$ cat src/rtl/tusca_pkg.sv
// ---------------------------------------------------------------------------
// tusca_pkg
//   Shared types and constants for the climate fan-level controller:
//   FSM state encoding, fan level range/width and a saturating level
//   increment helper.
// ---------------------------------------------------------------------------
package tusca_pkg;

    localparam int NIVEL_MAX = 4;
    localparam int NIVEL_W   = 3;

    typedef logic [NIVEL_W-1:0] nivel_t;

    typedef enum logic [1:0] {
        S_SEM_CONFIG = 2'd0,
        S_ESPERA     = 2'd1,
        S_AVALIA     = 2'd2,
        S_ATUALIZA   = 2'd3
    } estado_t;

    // Increment a level, clamping at NIVEL_MAX.
    function automatic nivel_t sat_inc(input nivel_t n);
        return (n >= nivel_t'(NIVEL_MAX)) ? nivel_t'(NIVEL_MAX) : n + nivel_t'(1);
    endfunction

endpackage

$ cat src/rtl/climate_level_ctrl_if.sv
// ---------------------------------------------------------------------------
// climate_level_ctrl_if
//   Bundles the configuration, sample and fan-level signals of
//   climate_level_ctrl. Signal prefixes are from the controller's view.
//   Ports / signals:
//     i_pronto_config, i_erro_config   configuration pulses
//     i_temp_lim1..4, i_umidade_lim    limits (W bits, unsigned)
//     i_medida_valida, i_temperatura,
//     i_umidade                        sample strobe and data
//     o_nivel_ventilador (3), o_nivel_mudou, o_umid_alta,
//     o_em_operacao, o_amostra_descartada
//   Modports: master drives the i_* side (config manager / sensor / bench),
//             slave is the controller.
// ---------------------------------------------------------------------------
interface climate_level_ctrl_if
    import tusca_pkg::*;
#(
    parameter int W = 16
);

    logic         i_pronto_config;
    logic         i_erro_config;
    logic [W-1:0] i_temp_lim1;
    logic [W-1:0] i_temp_lim2;
    logic [W-1:0] i_temp_lim3;
    logic [W-1:0] i_temp_lim4;
    logic [W-1:0] i_umidade_lim;
    logic         i_medida_valida;
    logic [W-1:0] i_temperatura;
    logic [W-1:0] i_umidade;

    nivel_t       o_nivel_ventilador;
    logic         o_nivel_mudou;
    logic         o_umid_alta;
    logic         o_em_operacao;
    logic         o_amostra_descartada;

    modport master (
        output i_pronto_config, i_erro_config,
        output i_temp_lim1, i_temp_lim2, i_temp_lim3, i_temp_lim4, i_umidade_lim,
        output i_medida_valida, i_temperatura, i_umidade,
        input  o_nivel_ventilador, o_nivel_mudou, o_umid_alta,
        input  o_em_operacao, o_amostra_descartada
    );

    modport slave (
        input  i_pronto_config, i_erro_config,
        input  i_temp_lim1, i_temp_lim2, i_temp_lim3, i_temp_lim4, i_umidade_lim,
        input  i_medida_valida, i_temperatura, i_umidade,
        output o_nivel_ventilador, o_nivel_mudou, o_umid_alta,
        output o_em_operacao, o_amostra_descartada
    );

endinterface

$ cat src/rtl/nivel_alvo_calc.sv
// ---------------------------------------------------------------------------
// nivel_alvo_calc
//   Combinational target fan level for one sample.
//     up  = number of limits with temp >= lim_k
//     dn  = number of limits with temp >= max(lim_k - HIST, 0)
//     tgt = up > lvl ? up : (dn < lvl ? dn : lvl)
//   Limits need not be ordered; all comparisons are unsigned.
//   Build option CLIMATE_HUM_BOOST_EN: when defined, humidity above its limit
//   adds one level (saturating at NIVEL_MAX) to both up and dn.
//   Ports:
//     i_temperatura, i_umidade  registered sample
//     i_temp_lim                four temperature limits (shadow copies)
//     i_umidade_lim             humidity limit (shadow copy)
//     i_nivel                   currently applied level
//     o_alvo                    target level
//     o_umid_alta               umidade > humidity limit
// ---------------------------------------------------------------------------
module nivel_alvo_calc
    import tusca_pkg::*;
#(
    parameter int W    = 16,
    parameter int HIST = 20
) (
    input  logic [W-1:0]        i_temperatura,
    input  logic [W-1:0]        i_umidade,
    input  logic [3:0][W-1:0]   i_temp_lim,
    input  logic [W-1:0]        i_umidade_lim,
    input  nivel_t              i_nivel,
    output nivel_t              o_alvo,
    output logic                o_umid_alta
);

    localparam logic [W-1:0] HIST_W = W'(HIST);

    logic [3:0]         w_ge_up;
    logic [3:0]         w_ge_dn;
    logic [3:0][W-1:0]  w_lim_dn;
    nivel_t             w_up;
    nivel_t             w_dn;
    nivel_t             w_up_b;
    nivel_t             w_dn_b;

    for (genvar k = 0; k < 4; k++) begin : g_lim
        // Lower threshold floors at zero instead of wrapping.
        assign w_lim_dn[k] = (i_temp_lim[k] > HIST_W) ? (i_temp_lim[k] - HIST_W) : '0;
        assign w_ge_up[k]  = (i_temperatura >= i_temp_lim[k]);
        assign w_ge_dn[k]  = (i_temperatura >= w_lim_dn[k]);
    end

    assign w_up        = nivel_t'($countones(w_ge_up));
    assign w_dn        = nivel_t'($countones(w_ge_dn));
    assign o_umid_alta = (i_umidade > i_umidade_lim);

`ifdef CLIMATE_HUM_BOOST_EN
    assign w_up_b = o_umid_alta ? sat_inc(w_up) : w_up;
    assign w_dn_b = o_umid_alta ? sat_inc(w_dn) : w_dn;
`else
    assign w_up_b = w_up;
    assign w_dn_b = w_dn;
`endif

    // Rise on the upper thresholds, fall only below the hysteresis band.
    always_comb begin
        if (w_up_b > i_nivel) begin
            o_alvo = w_up_b;
        end else if (w_dn_b < i_nivel) begin
            o_alvo = w_dn_b;
        end else begin
            o_alvo = i_nivel;
        end
    end

endmodule

$ cat src/rtl/climate_level_ctrl.sv
// ---------------------------------------------------------------------------
// climate_level_ctrl
//   Latches temperature/humidity limits from the configuration manager and
//   converts each sensor sample into a fan level 0..4 using hysteresis and
//   N_PERSIST-sample persistence. Sample pipeline:
//     S_ESPERA (capture) -> S_AVALIA (target) -> S_ATUALIZA (persistence)
//   so a sample strobed at cycle t updates the outputs at t+2, and a new
//   sample can be taken every 3 cycles.
//   Build option CLIMATE_HUM_BOOST_EN (see nivel_alvo_calc): humidity above
//   its limit raises the target by one level.
//   Ports:
//     i_clock   system clock
//     i_reset   asynchronous reset, active low
//     io_bus    climate_level_ctrl_if.slave (config, sample, fan outputs)
// ---------------------------------------------------------------------------
module climate_level_ctrl
    import tusca_pkg::*;
#(
    parameter int W         = 16,
    parameter int HIST      = 20,
    parameter int N_PERSIST = 3
) (
    input  logic                  i_clock,
    input  logic                  i_reset,
    climate_level_ctrl_if.slave   io_bus
);

    localparam int CNT_W = (N_PERSIST < 1) ? 1 : $clog2(N_PERSIST + 1);
    localparam logic [CNT_W-1:0] CNT_MAX = CNT_W'(N_PERSIST);
    localparam logic [CNT_W-1:0] CNT_ONE = CNT_W'(1);

    estado_t            r_estado;
    logic [3:0][W-1:0]  r_temp_lim;
    logic [W-1:0]       r_umidade_lim;
    logic [W-1:0]       r_temperatura;
    logic [W-1:0]       r_umidade;
    nivel_t             r_alvo;
    logic               r_umid_hi;
    nivel_t             r_nivel;
    nivel_t             r_cand;
    logic [CNT_W-1:0]   r_cnt;
    logic               r_nivel_mudou;
    logic               r_umid_alta;
    logic               r_em_operacao;
    logic               r_descartada;

    nivel_t             w_alvo;
    logic               w_umid_alta;
    nivel_t             w_cand_nxt;
    logic [CNT_W-1:0]   w_cnt_nxt;
    logic               w_troca;

    nivel_alvo_calc #(
        .W    (W),
        .HIST (HIST)
    ) u_alvo (
        .i_temperatura (r_temperatura),
        .i_umidade     (r_umidade),
        .i_temp_lim    (r_temp_lim),
        .i_umidade_lim (r_umidade_lim),
        .i_nivel       (r_nivel),
        .o_alvo        (w_alvo),
        .o_umid_alta   (w_umid_alta)
    );

    // Persistence step for the target registered in S_AVALIA.
    always_comb begin
        // NOTE: every output gets a default first so no latch is inferred.
        w_cand_nxt = r_cand;
        w_cnt_nxt  = r_cnt;
        w_troca    = 1'b0;
        if (r_alvo == r_nivel) begin
            w_cnt_nxt = '0;
        end else begin
            if (r_alvo == r_cand) begin
                w_cnt_nxt = (r_cnt >= CNT_MAX) ? CNT_MAX : r_cnt + CNT_ONE;
            end else begin
                w_cand_nxt = r_alvo;
                w_cnt_nxt  = CNT_ONE;
            end
            if (w_cnt_nxt >= CNT_MAX) begin
                w_troca   = 1'b1;
                w_cnt_nxt = '0;
            end
        end
    end

    always_ff @(posedge i_clock or negedge i_reset) begin
        if (!i_reset) begin
            // NOTE: limit shadows and sample registers are reset too, so an
            // unconfigured block never evaluates against X limits.
            r_estado      <= S_SEM_CONFIG;
            r_temp_lim    <= '0;
            r_umidade_lim <= '0;
            r_temperatura <= '0;
            r_umidade     <= '0;
            r_alvo        <= '0;
            r_umid_hi     <= 1'b0;
            r_nivel       <= '0;
            r_cand        <= '0;
            r_cnt         <= '0;
            r_nivel_mudou <= 1'b0;
            r_umid_alta   <= 1'b0;
            r_em_operacao <= 1'b0;
            r_descartada  <= 1'b0;
        end else begin
            // NOTE: non-blocking assignments throughout: every read below sees
            // the pre-edge value, which is what keeps in-flight samples on the
            // old shadows when a new configuration lands in S_AVALIA.
            r_nivel_mudou <= 1'b0;
            r_descartada  <= io_bus.i_medida_valida && (r_estado != S_ESPERA);

            if (io_bus.i_erro_config) begin
                // Error wins over a simultaneous pronto_config: no latch.
                r_estado      <= S_SEM_CONFIG;
                r_em_operacao <= 1'b0;
                r_nivel       <= '0;
                r_cand        <= '0;
                r_cnt         <= '0;
                r_nivel_mudou <= (r_nivel != '0);
            end else begin
                if (io_bus.i_pronto_config) begin
                    r_temp_lim[0] <= io_bus.i_temp_lim1;
                    r_temp_lim[1] <= io_bus.i_temp_lim2;
                    r_temp_lim[2] <= io_bus.i_temp_lim3;
                    r_temp_lim[3] <= io_bus.i_temp_lim4;
                    r_umidade_lim <= io_bus.i_umidade_lim;
                end

                unique case (r_estado)
                    S_SEM_CONFIG: begin
                        if (io_bus.i_pronto_config) begin
                            r_estado      <= S_ESPERA;
                            r_em_operacao <= 1'b1;
                        end
                    end
                    S_ESPERA: begin
                        if (io_bus.i_medida_valida) begin
                            r_temperatura <= io_bus.i_temperatura;
                            r_umidade     <= io_bus.i_umidade;
                            r_estado      <= S_AVALIA;
                        end
                    end
                    S_AVALIA: begin
                        r_alvo    <= w_alvo;
                        r_umid_hi <= w_umid_alta;
                        r_estado  <= S_ATUALIZA;
                    end
                    S_ATUALIZA: begin
                        r_cand      <= w_cand_nxt;
                        r_cnt       <= w_cnt_nxt;
                        r_umid_alta <= r_umid_hi;
                        if (w_troca) begin
                            r_nivel       <= w_cand_nxt;
                            r_nivel_mudou <= 1'b1;
                        end
                        r_estado <= S_ESPERA;
                    end
                    default: r_estado <= S_SEM_CONFIG;
                endcase
            end
        end
    end

    assign io_bus.o_nivel_ventilador   = r_nivel;
    assign io_bus.o_nivel_mudou        = r_nivel_mudou;
    assign io_bus.o_umid_alta          = r_umid_alta;
    assign io_bus.o_em_operacao        = r_em_operacao;
    assign io_bus.o_amostra_descartada = r_descartada;

endmodule
$ cat src/flat_wrapper.sv
// flat-port wrapper written by rule: the top's interface ports become plain ports
module climate_level_ctrl_flat import tusca_pkg::*;
#(
    parameter int W         = 16,
    parameter int HIST      = 20,
    parameter int N_PERSIST = 3
)
  (i_clock, i_reset, io_bus_i_pronto_config, io_bus_i_erro_config, io_bus_i_temp_lim1, io_bus_i_temp_lim2, io_bus_i_temp_lim3, io_bus_i_temp_lim4, io_bus_i_umidade_lim, io_bus_i_medida_valida, io_bus_i_temperatura, io_bus_i_umidade, io_bus_o_nivel_ventilador, io_bus_o_nivel_mudou, io_bus_o_umid_alta, io_bus_o_em_operacao, io_bus_o_amostra_descartada);
  climate_level_ctrl_if #(.W(W)) io_bus_i ();
  input  logic i_clock;
  input  logic i_reset;
  input wire logic [$bits(io_bus_i.i_pronto_config)-1:0] io_bus_i_pronto_config;
  input wire logic [$bits(io_bus_i.i_erro_config)-1:0] io_bus_i_erro_config;
  input wire logic [$bits(io_bus_i.i_temp_lim1)-1:0] io_bus_i_temp_lim1;
  input wire logic [$bits(io_bus_i.i_temp_lim2)-1:0] io_bus_i_temp_lim2;
  input wire logic [$bits(io_bus_i.i_temp_lim3)-1:0] io_bus_i_temp_lim3;
  input wire logic [$bits(io_bus_i.i_temp_lim4)-1:0] io_bus_i_temp_lim4;
  input wire logic [$bits(io_bus_i.i_umidade_lim)-1:0] io_bus_i_umidade_lim;
  input wire logic [$bits(io_bus_i.i_medida_valida)-1:0] io_bus_i_medida_valida;
  input wire logic [$bits(io_bus_i.i_temperatura)-1:0] io_bus_i_temperatura;
  input wire logic [$bits(io_bus_i.i_umidade)-1:0] io_bus_i_umidade;
  output wire logic [$bits(io_bus_i.o_nivel_ventilador)-1:0] io_bus_o_nivel_ventilador;
  output wire logic [$bits(io_bus_i.o_nivel_mudou)-1:0] io_bus_o_nivel_mudou;
  output wire logic [$bits(io_bus_i.o_umid_alta)-1:0] io_bus_o_umid_alta;
  output wire logic [$bits(io_bus_i.o_em_operacao)-1:0] io_bus_o_em_operacao;
  output wire logic [$bits(io_bus_i.o_amostra_descartada)-1:0] io_bus_o_amostra_descartada;
  assign io_bus_i.i_pronto_config = io_bus_i_pronto_config;
  assign io_bus_i.i_erro_config = io_bus_i_erro_config;
  assign io_bus_i.i_temp_lim1 = io_bus_i_temp_lim1;
  assign io_bus_i.i_temp_lim2 = io_bus_i_temp_lim2;
  assign io_bus_i.i_temp_lim3 = io_bus_i_temp_lim3;
  assign io_bus_i.i_temp_lim4 = io_bus_i_temp_lim4;
  assign io_bus_i.i_umidade_lim = io_bus_i_umidade_lim;
  assign io_bus_i.i_medida_valida = io_bus_i_medida_valida;
  assign io_bus_i.i_temperatura = io_bus_i_temperatura;
  assign io_bus_i.i_umidade = io_bus_i_umidade;
  assign io_bus_o_nivel_ventilador = io_bus_i.o_nivel_ventilador;
  assign io_bus_o_nivel_mudou = io_bus_i.o_nivel_mudou;
  assign io_bus_o_umid_alta = io_bus_i.o_umid_alta;
  assign io_bus_o_em_operacao = io_bus_i.o_em_operacao;
  assign io_bus_o_amostra_descartada = io_bus_i.o_amostra_descartada;
  climate_level_ctrl #(.W(W), .HIST(HIST), .N_PERSIST(N_PERSIST)) u_core (.i_clock(i_clock), .i_reset(i_reset), .io_bus(io_bus_i));
endmodule
$ cat config.mk
export PLATFORM = sky130hd
export DESIGN_NAME = climate_level_ctrl_flat
export DESIGN_NICKNAME = d
export VERILOG_FILES = /design/src/rtl/tusca_pkg.sv /design/src/rtl/climate_level_ctrl_if.sv /design/src/rtl/nivel_alvo_calc.sv /design/src/rtl/climate_level_ctrl.sv /design/src/flat_wrapper.sv
export SDC_FILE = /design/constraint.sdc
export NUM_CORES = 1
export LEC_CHECK = 0
export BUFFER_PORTS_ARGS = -buffer_cell sky130_fd_sc_hd__buf_2
export CORE_MARGIN = 1
export CORE_UTILIZATION = 54
export DETAILED_ROUTE_END_ITERATION = 10
export GPL_TIMING_DRIVEN = 0
export PLACE_DENSITY = 0.78
export SETUP_SLACK_MARGIN = 0.5
export SYNTH_ARGS = -nofsm -noshare
export SYNTH_HDL_FRONTEND = slang
export SYNTH_SLANG_ARGS = --single-unit
$ cat constraint.sdc
create_clock -name i_clock -period 4.98 [get_ports i_clock]
set_input_delay 0.996 -clock i_clock [delete_from_list [all_inputs] [get_ports i_clock]]
set_output_delay 0.996 -clock i_clock [all_outputs]
set_load 0.05 [all_outputs]
; Word level (Yosys, flattened, before mapping)
; Cells that the tools add are included.
[classes]
n_addsub = 11
mux = 32
magnitude_cmp = 17
n_bitwise = 1
eq_ne = 8
reduce_logical = 14
[op_table]
columns = op, count
row1 = >= comparator 16 bit, 8
row2 = > comparator 16 x 5 -> 1 bit (second input constant), 4
row3 = two-way mux 16 bit, 4
row4 = subtractor 16 x 5 -> 16 bit (second input constant), 4
row5 = two-way mux 3 bit, 9
row6 = two-way mux 2 bit, 10
row7 = > comparator 16 bit, 1
row8 = AND reduction 2 bit, 6
row9 = adder 1 x 1 -> 2 bit, 4
row10 = two-way mux 1 bit, 8
row11 = one-hot mux 2 bit (4 select lines), 1
row12 = nonzero test 2 bit, 4
row13 = adder 2 x 2 -> 3 bit, 2
row14 = equality test 3 bit, 2
row15 = inequality test 3 bit (second input constant), 2
row16 = equality test 2 bit (second input constant), 2
row17 = >= comparator 2 bit (second input constant), 2
row18 = > comparator 3 bit, 1
row19 = less-than comparator 3 bit, 1
row20 = AND reduction 3 bit, 1
row21 = nonzero test 3 bit, 1
row22 = adder 2 x 1 -> 2 bit (second input constant), 1
row23 = equality test 2 x 1 -> 1 bit (second input constant), 1
row24 = logical NOT 2 bit, 1
row25 = other kinds (3), 3
[totals]
output_inout_bits = 7
word_cells = 100
inputBits = 117
register_bits = 130

; Depth between registers and ports, before layout
[logic_depth]
ltp_word = 10
ltp_mapped = 22
depth_no_buf = 21

; Cells and area by module
; Synthesis repeated with hierarchy kept, for this count alone.
[unflattened]
hier_cells = 987
hier_area_um2 = 9778.1
[by_module_without_submodules]
columns = mod, n_inst, cells_each, seq_area_each_um2, area_per_inst_um2
row1 = climate_level_ctrl, 1, 320, 3253.1, 5047.3
row2 = nivel_alvo_calc, 1, 667, 0.0, 4730.8

; Worst setup path after synthesis
; OpenSTA, ideal clock, no wires.
[synth_path]
path_kind = reg2reg
startpoint = register u_core.r_temp_lim[10] (netlist name)
endpoint = register u_core.r_alvo[0]
required_ns = 4.846
setup_slack_ns = 0.259
path_stages_with_launch = 20
t_arrival_ns = 4.586
n_path_buf = 0
setup_ns = 0.134
period_less_slack_ns = 4.721
cell_sequence = dfrtp_1 or4_1 nor2_1 nand4_1 and2_1 ha_1 or3b_2 o2111ai_1 a31oi_1 o21ai_0 nand2_1 fa_1 ha_1 ha_1 ha_1 nand2_1 o21ai_0 mux2_2 mux2i_1 o21ai_0
[synth_between]
elab_chain_len = 8
word_cells_on_any_way = 13
cone_classes = 5 x add/sub / 5 x order compare / 3 x mux
[synth_rtl]
columns = element, line_no
row1 = from (decl), climate_level_ctrl.sv:33  ; logic [3:0][W-1:0] r_temp_lim;
row2 = subtractor 16 x 5 -> 16 bit or > comparator 16 x 5 -> 1 bit (tied branches), nivel_alvo_calc.sv:45  ; assign w_lim_dn[k] = (i_temp_lim[k] > HIST_W) ? (i_temp_lim[k] - HIST_W) : '0;
row3 = two-way mux 16 bit, nivel_alvo_calc.sv:45
row4 = >= comparator 16 bit, nivel_alvo_calc.sv:47  ; assign w_ge_dn[k] = (i_temperatura >= w_lim_dn[k]);
row5 = adder 1 x 1 -> 2 bit (implied by the code), nivel_alvo_calc.sv:51  ; assign w_dn = nivel_t'($countones(w_ge_dn));
row6 = adder 2 x 2 -> 3 bit (implied by the code), nivel_alvo_calc.sv:51
row7 = less-than comparator 3 bit, nivel_alvo_calc.sv:66  ; end else if (w_dn_b < i_nivel) begin
row8 = two-way mux 3 bit, nivel_alvo_calc.sv:66
row9 = two-way mux 3 bit *, nivel_alvo_calc.sv:64  ; if (w_up_b > i_nivel) begin
row10 = to (signal assigned), climate_level_ctrl.sv:145  ; r_alvo <= w_alvo;
row11 = to (decl), climate_level_ctrl.sv:37  ; nivel_t r_alvo;
; Mark *: on every way between the ends. The rest lies on a longest branch, timed or not.
; A chain may end at the register's enable or synchronous reset.

; Final worst setup path
[layout_path]
startpoint = register u_core.r_temp_lim[28] (netlist name)
endpoint = register u_core.r_alvo[1]
; The elaborated chain is that of the path after synthesis.

==> summary.txt <==
Clock tree
  – Worst-Skew Late Latency: 430 ps
  – CTS root buffer: clkbuf_16
  – Max Root-Sink Buffers: 2
  – TritonCTS Buffers: 17
  – H-tree Lvls: 4
  – CTS tree: built
  – Clk sinks: 130
  – Clk pin slew, worst setup/hold paths: about 60 ps

Pwr
  – Static Leakage: between 5 and 6 nW
  – Cell internal pwr: between 3 and 4 mW
  – Pwr/cell area: ~570 nW/µm²
  – Clock share of power: approximately a fifth
  – Switching part of the total: 42.6%
  – Sequential Power Share: 26.1%
  – Gate power share: between 50% and 60%
  – P_sw: between 2 and 3 mW
  – VDD IR-drop max: ~0.00045 V

Timing
  – Post-route clock period utilization: between 90% and 100%
  – Hold Slack: just under 500 ps
  – Slew @ Worst Pin: around 790 ps
  – Fin Clk Skew: approximately 11 ps
  – Final Hold Viols: 0
  – Fmax: about 210 MHz
  – Minimum clock period: 4810 ps
  – RSZ-0062 raised after global routing: true
  – Max Transition Viols Final: 0
  – Setup-failing EPs final: 0
  – Rel. slew slack: roughly 47%

Worst setup path
  – Crit path capture type: register
  – CP startpoint: u_core.r_temp_lim[28]$_DFFE_PN0P_
  – R2R depth: 19
  – R2r endpoint: u_core.r_alvo[1]$_DFFE_PN0P_
  – Reg2Reg Setup Slack: approximately 170 ps
  – CP max FO: 4
  – CP Launch Type: register
  – Worst EP required: 5280 ps
  – Worst EP arrival: between 5000 and 6000 ps
  – CP Class: reg -> reg
  – RR Startpoint: u_core.r_temp_lim[28]$_DFFE_PN0P_

Drt
  – Aggregate routed wire length: roughly 25000 µm
  – Via count: around 8400
  – Post-route ant nets: 0
  – Via density: ~5.8
  – Detailed Routing Iterations Pass 1: 5
  – DR WL/cell: between 15 and 20 µm
  – First DRT Iteration DRCs: 502
  – Residual DRC count: 0

GRT
  – Largest net degree at the start of global routing: 85
  – GR Overflow Total: 0
  – All-Layer GR Usage: between 20 and 30%
  – Vias in the first global route: between 8000 and 9000
  – First-pass GRT wire length: approximately 40000 µm
  – Initial antenna violation count: 5

Synth
  – Cell taking the most area after synthesis: dfrtp_1
  – Post-synth ARST share: 100%
  – Yosys warnings: 0
  – Top cells by area, synth: dfrtp_1 (34%), ha_1 (22%), nand2_1 (6.7%)
  – Seq cells post-synth: 130
  – Seq/Total Area, Yosys: ~34%
  – Syn avg cell area: approximately 9.1 µm²
  – Number of synthesized flops with an enable pin: 0
  – Ys flop type: dfrtp_1
  – Synth cell types: 50
  – Synth top area share: between 30% and 40%
  – Cell count after synthesis: 1057
  – Syn Nets: approximately 1300
  – Post-Syn Area: approximately 9600 µm²

Placed design
  – I/O Buffers: about 120
  – Placed cells: 1405
  – Post-DP HPWL: between 15000 and 20000 µm
  – Final Wtd Congestion: roughly 0.84

Floorplan
  – Height of the die: ~140 µm
  – IO Pins: 124
  – Starting Density: between 50% and 60%
  – # rows: 48
  – Core area: around 17000 µm²
  – Die X-Extent: between 100 and 150 µm
  – DIE AREA: 18300 µm²

Cells and area
  – Commonest non-fill, non-tap cell in the layout: nand2_1
  – Area growth syn-to-layout: 20.7%
  – Share of layout cells above drive strength 1: about 22%
  – Most frequent cells in the layout: nand2_1 (169), ha_1 (155), dfrtp_1 (129)
  – Non-filler instance count after layout: ~1500
  – Final nets: around 1500

Job
  – Max cap viols: 0

Outcome
  – Status: finished, final reports clean

Min path
  – Hold WC Path Type: in -> async
## flip-flops by register name, summed over array words and instances (netlist names), 2 cells and up
| name | count |
|---|---|
| u_core.r_temperatura | 16 |
| u_core.r_cand | 3 |
| u_core.r_alvo | 3 |
| u_core.r_estado | 2 |
| u_core.r_umidade_lim | 16 |
| u_core.r_umidade | 16 |
| u_core.r_temp_lim | 64 |
| u_core.r_cnt | 2 |
| u_core.io_bus.o_nivel_ventilador | 3 |
## power groups by stage
stage	sequential (mW)	combinational (mW)	clock (mW)
finish	1.73	3.67	1.24
global route	1.75	4.10	1.29
CTS	1.71	3.35	1.24
detailed placement	1.71	3.06	0
global placement	1.70	2.91	0
floorplan	1.55	2.38	0
## synthesized netlist by cell type, types with 20 or more instances
cell      instances
nand4_1          22
a21oi_1          63
mux2_2           38
dfrtp_1         130
ha_1            165
xnor2_1          44
nand2_1         171
nor2_1           40
clkbuf_1         20
inv_1            89
o21ai_0         102
## per-stage QoR
| step | TNS [ps] | area [µm²] | util, % | power, mW | setup WS (ps) |
|---|---|---|---|---|---|
| finish | 0 | 11600 | 66.8 | 6.64 | 167 |
| global route | 0 | 11500 | 66.8 | 7.15 | 29.5 |
| CTS | 0 | 11400 | 65.7 | 6.30 | 255 |
| detailed placement | -176 | 10600 | 61.1 | 4.77 | -99.3 |
| global placement | 0 | 10500 | 60.9 | 4.61 | 28.2 |
| floorplan | 0 | 9640 | - | 3.93 | 495 |
## layer usage
layer	up-vias	GRT usage (%)	wire length, µm
li1	4055	-	-
met1	4013	36.3	10900
met2	255	48.5	11900
met3	62	7.55	1740
met4	4	9.11	687
met5	-	0	27
## cell families after synthesis
group	synth area share (%)
AOI/OAI and AO/OA	14.9
xor gates and xnor gates	4.03
buffers and inverters	4.72
DFF	34.0
muxes	5.31
and+or+nand+nor	15.1
adders and majority gates	22.0
## what timing repair did
item / in CTS / in global routing
gates resized for setup: 32 / 27
hold endpoints to repair: 0 / 0
buffers inserted: 10 / 8
setup endpoints to repair: 3 / 3
pin swaps: 28 / 12
hold buffers: 0 / 0
## critical path, cell delays in order, from the launching register on
cell and delay, ps:
dfrtp_1 380, or4_4 560, nor2_4 110, nand4_1 200, buf_4 230, nand2b_1 90, ha_1 250, a22o_1 200
nor4_2 240, o211ai_1 160, a211o_1 320, fa_1 490, ha_2 200, ha_4 220, ha_4 280, nand2_4 50
o21ai_4 150, mux2_4 330, mux2i_4 160, o21ai_1 90
## final cells by class
cell class              count  area (µm²)
diodes                      2        5.00
plain buffers              28         140
clock buffers              18         429
clock inverters            14         144
fillers                  1350        5750
inverters                  89         338
multi-input cells         810        6180
flip-flops and latches    130        3250
well taps                 225         282
repair buffers            141         783
## worst max-delay path by stage
stage	to	slack, ps	cells after the start
after CTS	u_core.r_alvo[1]$_DFFE_PN0P_	250	20
after global placement	u_core.r_alvo[1]$_DFFE_PN0P_	30	20
after global routing	u_core.r_alvo[1]$_DFFE_PN0P_	30	20
after detailed placement	u_core.r_alvo[0]$_DFFE_PN0P_	-100	21
after floorplan	u_core.r_alvo[0]$_DFFE_PN0P_	500	18
final	u_core.r_alvo[1]$_DFFE_PN0P_	170	19
No activity file was read; power rests on OpenSTA's default activity.
